$ cat src/rtl/imm_extend_pipe_if.sv
// Decode-stage immediate bus: instruction/format request in, extended immediate out.
// The producer side uses 'master' and the extender uses 'slave'.
interface imm_extend_pipe_if #(
    parameter int XLEN  = 32,
    parameter int TAG_W = 8
);
    logic             in_valid;
    logic             in_ready;
    logic [31:7]      instr;
    logic [2:0]       immsrc;
    logic [TAG_W-1:0] in_tag;
    logic             out_valid;
    logic             out_ready;
    logic [XLEN-1:0]  immext;
    logic [TAG_W-1:0] out_tag;
    logic             illegal;

    modport slave (
        input  in_valid, instr, immsrc, in_tag, out_ready,
        output in_ready, out_valid, immext, out_tag, illegal
    );

    modport master (
        output in_valid, instr, immsrc, in_tag, out_ready,
        input  in_ready, out_valid, immext, out_tag, illegal
    );
endinterface

$ cat src/rtl/imm_extend_pipe.sv
// Pipelined immediate extender with a main register and a skid register.
// in_ready comes straight from the skid valid flop, so it never sees out_ready.
module imm_extend_pipe #(
    parameter int XLEN  = 32,
    parameter int TAG_W = 8
) (
    input logic              clk,
    input logic              reset,
    imm_extend_pipe_if.slave bus
);
    if (XLEN != 32 && XLEN != 64) begin : g_bad_xlen
        $error("imm_extend_pipe: XLEN must be 32 or 64");
    end

    typedef struct packed {
        logic [XLEN-1:0]  imm;
        logic [TAG_W-1:0] tag;
        logic             ill;
    } entry_t;

    entry_t dec;
    entry_t m_q, m_d, k_q, k_d;
    logic   m_vld_q, m_vld_d, k_vld_q, k_vld_d;
    logic   push, pop;

    always_comb begin
        dec     = '0;
        dec.tag = bus.in_tag;
        case (bus.immsrc)
            3'b000: dec.imm = XLEN'($signed(bus.instr[31:20]));
            3'b001: dec.imm = XLEN'($signed({bus.instr[31:25], bus.instr[11:7]}));
            3'b010: dec.imm = XLEN'($signed({bus.instr[31], bus.instr[7], bus.instr[30:25],
                                              bus.instr[11:8], 1'b0}));
            3'b011: dec.imm = XLEN'($signed({bus.instr[31], bus.instr[19:12], bus.instr[20],
                                              bus.instr[30:21], 1'b0}));
            3'b100: dec.imm = XLEN'($signed({bus.instr[31:12], 12'b0}));
            // RV64 shift amounts take one more bit.
            3'b101: dec.imm = (XLEN == 32) ? XLEN'(bus.instr[24:20]) : XLEN'(bus.instr[25:20]);
            3'b110: dec.imm = XLEN'(bus.instr[19:15]);
            default: dec.ill = 1'b1;
        endcase
    end

    assign pop  = m_vld_q && bus.out_ready;
    assign push = bus.in_valid && !k_vld_q;

    always_comb begin
        m_d     = m_q;
        k_d     = k_q;
        m_vld_d = m_vld_q;
        k_vld_d = k_vld_q;
        if (pop && k_vld_q) begin
            m_d     = k_q;
            k_vld_d = 1'b0;
        end else if (push && (!m_vld_q || pop)) begin
            m_d     = dec;
            m_vld_d = 1'b1;
        end else if (push) begin
            k_d     = dec;
            k_vld_d = 1'b1;
        end else if (pop) begin
            m_vld_d = 1'b0;
        end
    end

    always_ff @(posedge clk or posedge reset) begin
        if (reset) begin
            m_q     <= '0;
            k_q     <= '0;
            m_vld_q <= 1'b0;
            k_vld_q <= 1'b0;
        end else begin
            m_q     <= m_d;
            k_q     <= k_d;
            m_vld_q <= m_vld_d;
            k_vld_q <= k_vld_d;
        end
    end

    assign bus.in_ready  = !k_vld_q;
    assign bus.out_valid = m_vld_q;
    assign bus.immext    = m_q.imm;
    assign bus.out_tag   = m_q.tag;
    assign bus.illegal   = m_q.ill;
endmodule

$ cat src/flat_wrapper.sv
// flat-port wrapper written by rule: the top's interface ports become plain ports
module imm_extend_pipe_flat 
#(
    parameter int XLEN  = 32,
    parameter int TAG_W = 8
)
  (clk, reset, bus_in_valid, bus_instr, bus_immsrc, bus_in_tag, bus_out_ready, bus_in_ready, bus_out_valid, bus_immext, bus_out_tag, bus_illegal);
  imm_extend_pipe_if #(.XLEN(XLEN), .TAG_W(TAG_W)) bus_i ();
  input logic clk;
  input logic reset;
  input wire logic [$bits(bus_i.in_valid)-1:0] bus_in_valid;
  input wire logic [$bits(bus_i.instr)-1:0] bus_instr;
  input wire logic [$bits(bus_i.immsrc)-1:0] bus_immsrc;
  input wire logic [$bits(bus_i.in_tag)-1:0] bus_in_tag;
  input wire logic [$bits(bus_i.out_ready)-1:0] bus_out_ready;
  output wire logic [$bits(bus_i.in_ready)-1:0] bus_in_ready;
  output wire logic [$bits(bus_i.out_valid)-1:0] bus_out_valid;
  output wire logic [$bits(bus_i.immext)-1:0] bus_immext;
  output wire logic [$bits(bus_i.out_tag)-1:0] bus_out_tag;
  output wire logic [$bits(bus_i.illegal)-1:0] bus_illegal;
  assign bus_i.in_valid = bus_in_valid;
  assign bus_i.instr = bus_instr;
  assign bus_i.immsrc = bus_immsrc;
  assign bus_i.in_tag = bus_in_tag;
  assign bus_i.out_ready = bus_out_ready;
  assign bus_in_ready = bus_i.in_ready;
  assign bus_out_valid = bus_i.out_valid;
  assign bus_immext = bus_i.immext;
  assign bus_out_tag = bus_i.out_tag;
  assign bus_illegal = bus_i.illegal;
  imm_extend_pipe #(.XLEN(XLEN), .TAG_W(TAG_W)) u_core (.clk(clk), .reset(reset), .bus(bus_i));
endmodule
$ cat config.mk
export PLATFORM = sky130hd
export DESIGN_NAME = imm_extend_pipe_flat
export DESIGN_NICKNAME = d
export VERILOG_FILES = /design/src/rtl/imm_extend_pipe_if.sv /design/src/rtl/imm_extend_pipe.sv /design/src/flat_wrapper.sv
export SDC_FILE = /design/constraint.sdc
export NUM_CORES = 1
export LEC_CHECK = 0
export CAP_MARGIN = 20
export CORE_MARGIN = 4
export CORE_UTILIZATION = 51
export DETAILED_ROUTE_END_ITERATION = 16
export GPL_ROUTABILITY_DRIVEN = 0
export PLACE_DENSITY_LB_ADDON = 0.12
export SLEW_MARGIN = 20
export SYNTH_ARGS = -nofsm -noshare
export SYNTH_HDL_FRONTEND = slang
export SYNTH_SLANG_ARGS = --single-unit
$ cat constraint.sdc
create_clock -name clk -period 3.7 [get_ports clk]
set_input_delay 1.11 -clock clk [delete_from_list [all_inputs] [get_ports clk]]
set_output_delay 1.11 -clock clk [all_outputs]
set_load 0.02 [all_outputs]
[After elaboration in Yosys (flattened, before gate mapping)]
Cells that the tools add are included.
Word-level totals
  register bits after elaboration: 84
Operators by class
  reduce and logical (&&, ||, !) cells: 15
  multiplexer cells: 10
  bitwise logic cells: 2
  equal/unequal tests: 8
Operator list (number)
  32-bit one-hot mux with 7 select lines: 1
  41-bit two-way mux: 2
  3-bit equality test (second input constant): 3
  1-bit two-way mux: 7
  7-bit OR reduction: 1
  3-bit by 2-bit equality test with 1-bit output (second input constant): 2
  3-bit AND reduction: 2
  2-bit nonzero test: 3
  1-bit logical AND: 4
  3-bit by 1-bit equality test with 1-bit output (second input constant): 1
  3-bit logical NOT: 1
  1-bit logical NOT: 2
  2-bit by 1-bit != test with 1-bit output (second input constant): 1
  2-bit != test (second input constant): 1
  1-bit NOT: 2
  2-bit AND reduction: 1
  1-bit logical OR: 1

[Depth between registers and ports, before layout]
  depth in word-level cells: 5
  mapped depth: 7
  depth with buffers taken out: 4

[Worst setup path after synthesis]
Ideal clock, no wire load.
  kind: input to register
  from: in bus_immsrc[0]
  to: reg u_core.m_q, in the netlist u_core.bus.illegal
  arrival: 1.979 ns
  stages: 6
  buffers on the path: 3
  library setup time: 0.126 ns
  slack: 1.595 ns
  cells stage by stage: buf_6 buf_4 buf_2 nand3_1 nor2_1 a221o_1
Between the ends
  word-level cells in the longest chain between the ends: 5
RTL lines
  start: declaration: line flat_wrapper.sv:13  | input wire logic [$bits(bus_i.immsrc)-1:0] bus_immsrc;
  3-bit by 1-bit equality test with 1-bit output, or another cell as far along: line imm_extend_pipe.sv:29  | case (bus.immsrc)
  7-bit OR reduction (no source line) (*)
  1-bit two-way mux (*): line imm_extend_pipe.sv:29
  41-bit two-way mux (*): line imm_extend_pipe.sv:55  | end else if (push && (!m_vld_q || pop)) begin
  41-bit two-way mux (*): line imm_extend_pipe.sv:52  | if (pop && k_vld_q) begin
  end signal: assignment: line imm_extend_pipe.sv:73  | m_q <= m_d;
  end: declaration: line imm_extend_pipe.sv:22  | entry_t m_q, m_d, k_q, k_d;
Mark *: on every way between the ends. The rest lies on a longest branch, timed or not. The select of a mux whose other input is x is not followed.
A chain may end at the register's enable or synchronous reset.

[Final worst setup path]
  from: reg u_core.k_vld_q
  to: out bus_in_ready
Between the ends
  word-level cells in the longest chain between the ends: 1
RTL lines
  start: declaration: line imm_extend_pipe.sv:23  | logic m_vld_q, m_vld_d, k_vld_q, k_vld_d;
  start signal: assignment: line imm_extend_pipe.sv:76  | k_vld_q <= k_vld_d;
  1-bit logical NOT: line imm_extend_pipe.sv:80  | assign bus.in_ready = !k_vld_q;
  end: declaration: line flat_wrapper.sv:16  | output wire logic [$bits(bus_i.in_ready)-1:0] bus_in_ready;
Every way passes these cells.

==> results.sh <==
export IMPL_status="complete, no violations"
export IMPL_p_switching_uw=1430
export IMPL_clock_sinks=84
export IMPL_viasPerCell=5.69
export IMPL_avgSynthCellArea_um2=9.76
export IMPL_ctsHoldBuffers=0
export IMPL_synth_area_um2=3970
export IMPL_async_reset_ff_share_pct=100
export IMPL_antenna_cells=0
export IMPL_vias=3326
export IMPL_top_level_ports=83
export IMPL_die_w_um=96.2
export IMPL_portBuffers=82
export IMPL_clock_power_share_pct=17.5
export IMPL_track_usage_pct=23.3
export IMPL_slew_violations=0
export IMPL_cts_path_max_buffers=2
export IMPL_fin_skew_ns=0.00620
export IMPL_htree_num_levels=3
export IMPL_hpwl_um=6820
export IMPL_cts_root_buf="clkbuf_8"
export IMPL_p_per_area_nw_per_um2=741
export IMPL_cts_tree="built"
export IMPL_ys_warnings_count=0
export IMPL_finalSetupViolCount=0
export IMPL_synth_adder_area_share_pct=0
export IMPL_cts_resized=0
export IMPL_synth_top_family_by_area="compound AO/OA/AOI/OAI gates"
export IMPL_hold_depth=2
export IMPL_hp_start="u_core.k_q[15]"
export IMPL_start_kind="flop"
export IMPL_worstPathRequired_ns=2.59
export IMPL_synth_compound_area_share_pct=20.5
export IMPL_drive_gt1_share_pct=8.64
export IMPL_syn_nets=447
export IMPL_synth_xor_xnor_area_share_pct=0.410
export IMPL_grt_pass1_wl_um=16400
export IMPL_die_area_um2=9260
export IMPL_drtIter0Drc=261
export IMPL_tightest_slew_ns=1.08
export IMPL_ys_ff_latch=84
export IMPL_yosysMostFrequentCell="nand2_1"
export IMPL_utilization_pct=68.4
export IMPL_crit_arrival_ns=1.79
export IMPL_hold_viol=0
export IMPL_synth_top_cell_by_area="dfrtp_1"
export IMPL_fill_cells=591
export IMPL_final_setup_worst_slack_ns=0.799
export IMPL_rows=31
export IMPL_rr_worst_depth=3
export IMPL_drcViolationCount=0
export IMPL_fmax_mhz=345
export IMPL_p_total_uw=3760
export IMPL_cts_inserted_buffers=9
export IMPL_synthMuxAreaShare_pct=1.29
export IMPL_synthCells=407
export IMPL_yosys_top_cells_area="dfrtp_1 53%, nand2_1 8.5%, a22oi_1 4.9%, o21ai_0 4.3%, a21oi_1 2.5%"
export IMPL_ys_flop_type="dfrtp_1"
export IMPL_grt_max_degree=48
export IMPL_tns_ns=0
export IMPL_fin_crit_sh_pct=78.4
export IMPL_netlist_cell_type_count=40
export IMPL_die_h_um=96.2
export IMPL_cp_end_kind="output pin"
export IMPL_core_area_um2=7410
export IMPL_min_period_ns=2.90
export IMPL_swShare_pct=38.1
export IMPL_layout_nets=521
export IMPL_maxSlewHeadroom_pct=27.6
export IMPL_critical_path_class="reg -> out"
export IMPL_crit_path_start="u_core.k_vld_q"
export IMPL_drv_cap=0
export IMPL_synth_enable_flop_cells=0
export IMPL_synth_simple_area_share_pct=19.7
export IMPL_post_place_ws_ns=0.683
export IMPL_wl_um=9920
export IMPL_grt_pass1_vias=3168
export IMPL_peakVddDrop_uv=679
export IMPL_floorplan_initialDensity_pct=53.6
export IMPL_ant_nets=0
export IMPL_grt_ovfl_total=0
export IMPL_wl_per_cell_um=17.0
export IMPL_clk_latency_ns=0.34
export IMPL_yosysSeqAreaShare_pct=52.9
export IMPL_antenna_found_initial=0
export IMPL_p_leak_uw=0.00222
export IMPL_r2r_start="u_core.k_vld_q"
export IMPL_holdWs_ns=0.472
export IMPL_comb_power_share_pct=40.7
export IMPL_rsz0062_at_grt="no"
export IMPL_drt_first_pass_iters=5
export IMPL_hold_path_class="reg -> reg"
export IMPL_intPower_uw=2320
export IMPL_cp_max_fo=15
export IMPL_area_growth_pct=27.5
export IMPL_clk_pin_slew_worst_paths_ns=0.08
export IMPL_synth_top_cell_area_share_pct=52.9
export IMPL_cts_setup_buffers=0
export IMPL_power_frac_seq_pct=41.8
export IMPL_synth_top_cells_by_count="90 x nand2_1, 84 x dfrtp_1, 34 x o21ai_0"
[power groups by stage]
stage          clock network [uW]  registers [uW]  logic (uW)
2_1_floorplan                   0            1740         723
3_3_place_gp                    0            1570        1500
3_5_place_dp                    0            1590        1540
4_1_cts                       672            1570        1550
5_1_grt                       721            1620        1680
6_report                      658            1570        1530
[per-stage QoR]
step           cell area [um2]  instances
2_1_floorplan             3970        407
3_3_place_gp              4860        569
3_5_place_dp              4860        569
4_1_cts                   5060        585
5_1_grt                   5060        585
6_report                  5060        585
[cell families (layout without fill, tap and decap cells)]
kind of cell              Yosys count  count (layout)
xor gates and xnor gates            1               1
buffers and inverters              42             121
AOI/OAI and AO/OA                 129             129
DFF                                84              84
and+or+nand+nor                   146             146
muxes                               5               5
[cell usage in the layout, fill, tap and decap left out, drive strengths merged, types with 6 or more instances in the layout]
cell	instances
a31oi	6
clkdlybuf4s50	82
nor2b	6
nor4bb	7
a21oi	20
inv	12
o21ai	55
buf	11
nor4	7
a222oi	8
nor3b	10
dfrtp	84
nand2	93
nand3b	6
a22oi	26
o21a	6
clkbuf	11
[layer usage]
metal	global-route usage (%)	wire length (um)	up-vias
li1	-	-	1603
met1	33.2	4390	1622
met2	36.1	4790	94
met3	4.93	633	7
met4	6.04	108	0
met5	0	0	-
[critical path, cell delays in order (launching register included)]
cell and delay (ns):
dfrtp_1 0.65, inv_1 0.21, clkdlybuf4s50_1 0.59
[registers in the layout, indices dropped and copies added (netlist names)]
| register | flops |
|---|---|
| u_core.bus.out_valid | 1 |
| u_core.k_vld_q | 1 |
| u_core.bus.illegal | 1 |
| u_core.k_q | 41 |
| u_core.bus.out_tag | 8 |
| u_core.bus.immext | 32 |
[cell type report]
type                       instances  area [um2]  share of cell area (%)
multi-input combinational        281        1660                    32.8
inverter                          12        46.3                   0.914
clock buffer                      11         141                    2.79
clock inverter                     5        60.1                    1.19
tap                               99         124                    2.45
timing repair buffer              93         928                    18.3
sequential                        84        2100                    41.5
[path summary, 6_finish.rpt]
path | to | slack [ns]
worst max-delay path | bus_in_ready | 0.80
worst max register to register | u_core.bus.out_tag[1] | 1.75
worst min register to register | u_core.k_q[15] | 0.47
max in group asynchronous | u_core.bus.immext[17] | 1.85
worst min-delay path | u_core.k_q[15] | 0.47
min in group asynchronous | u_core.bus.out_tag[6] | 1.20
(Power assumes the default switching activity.)
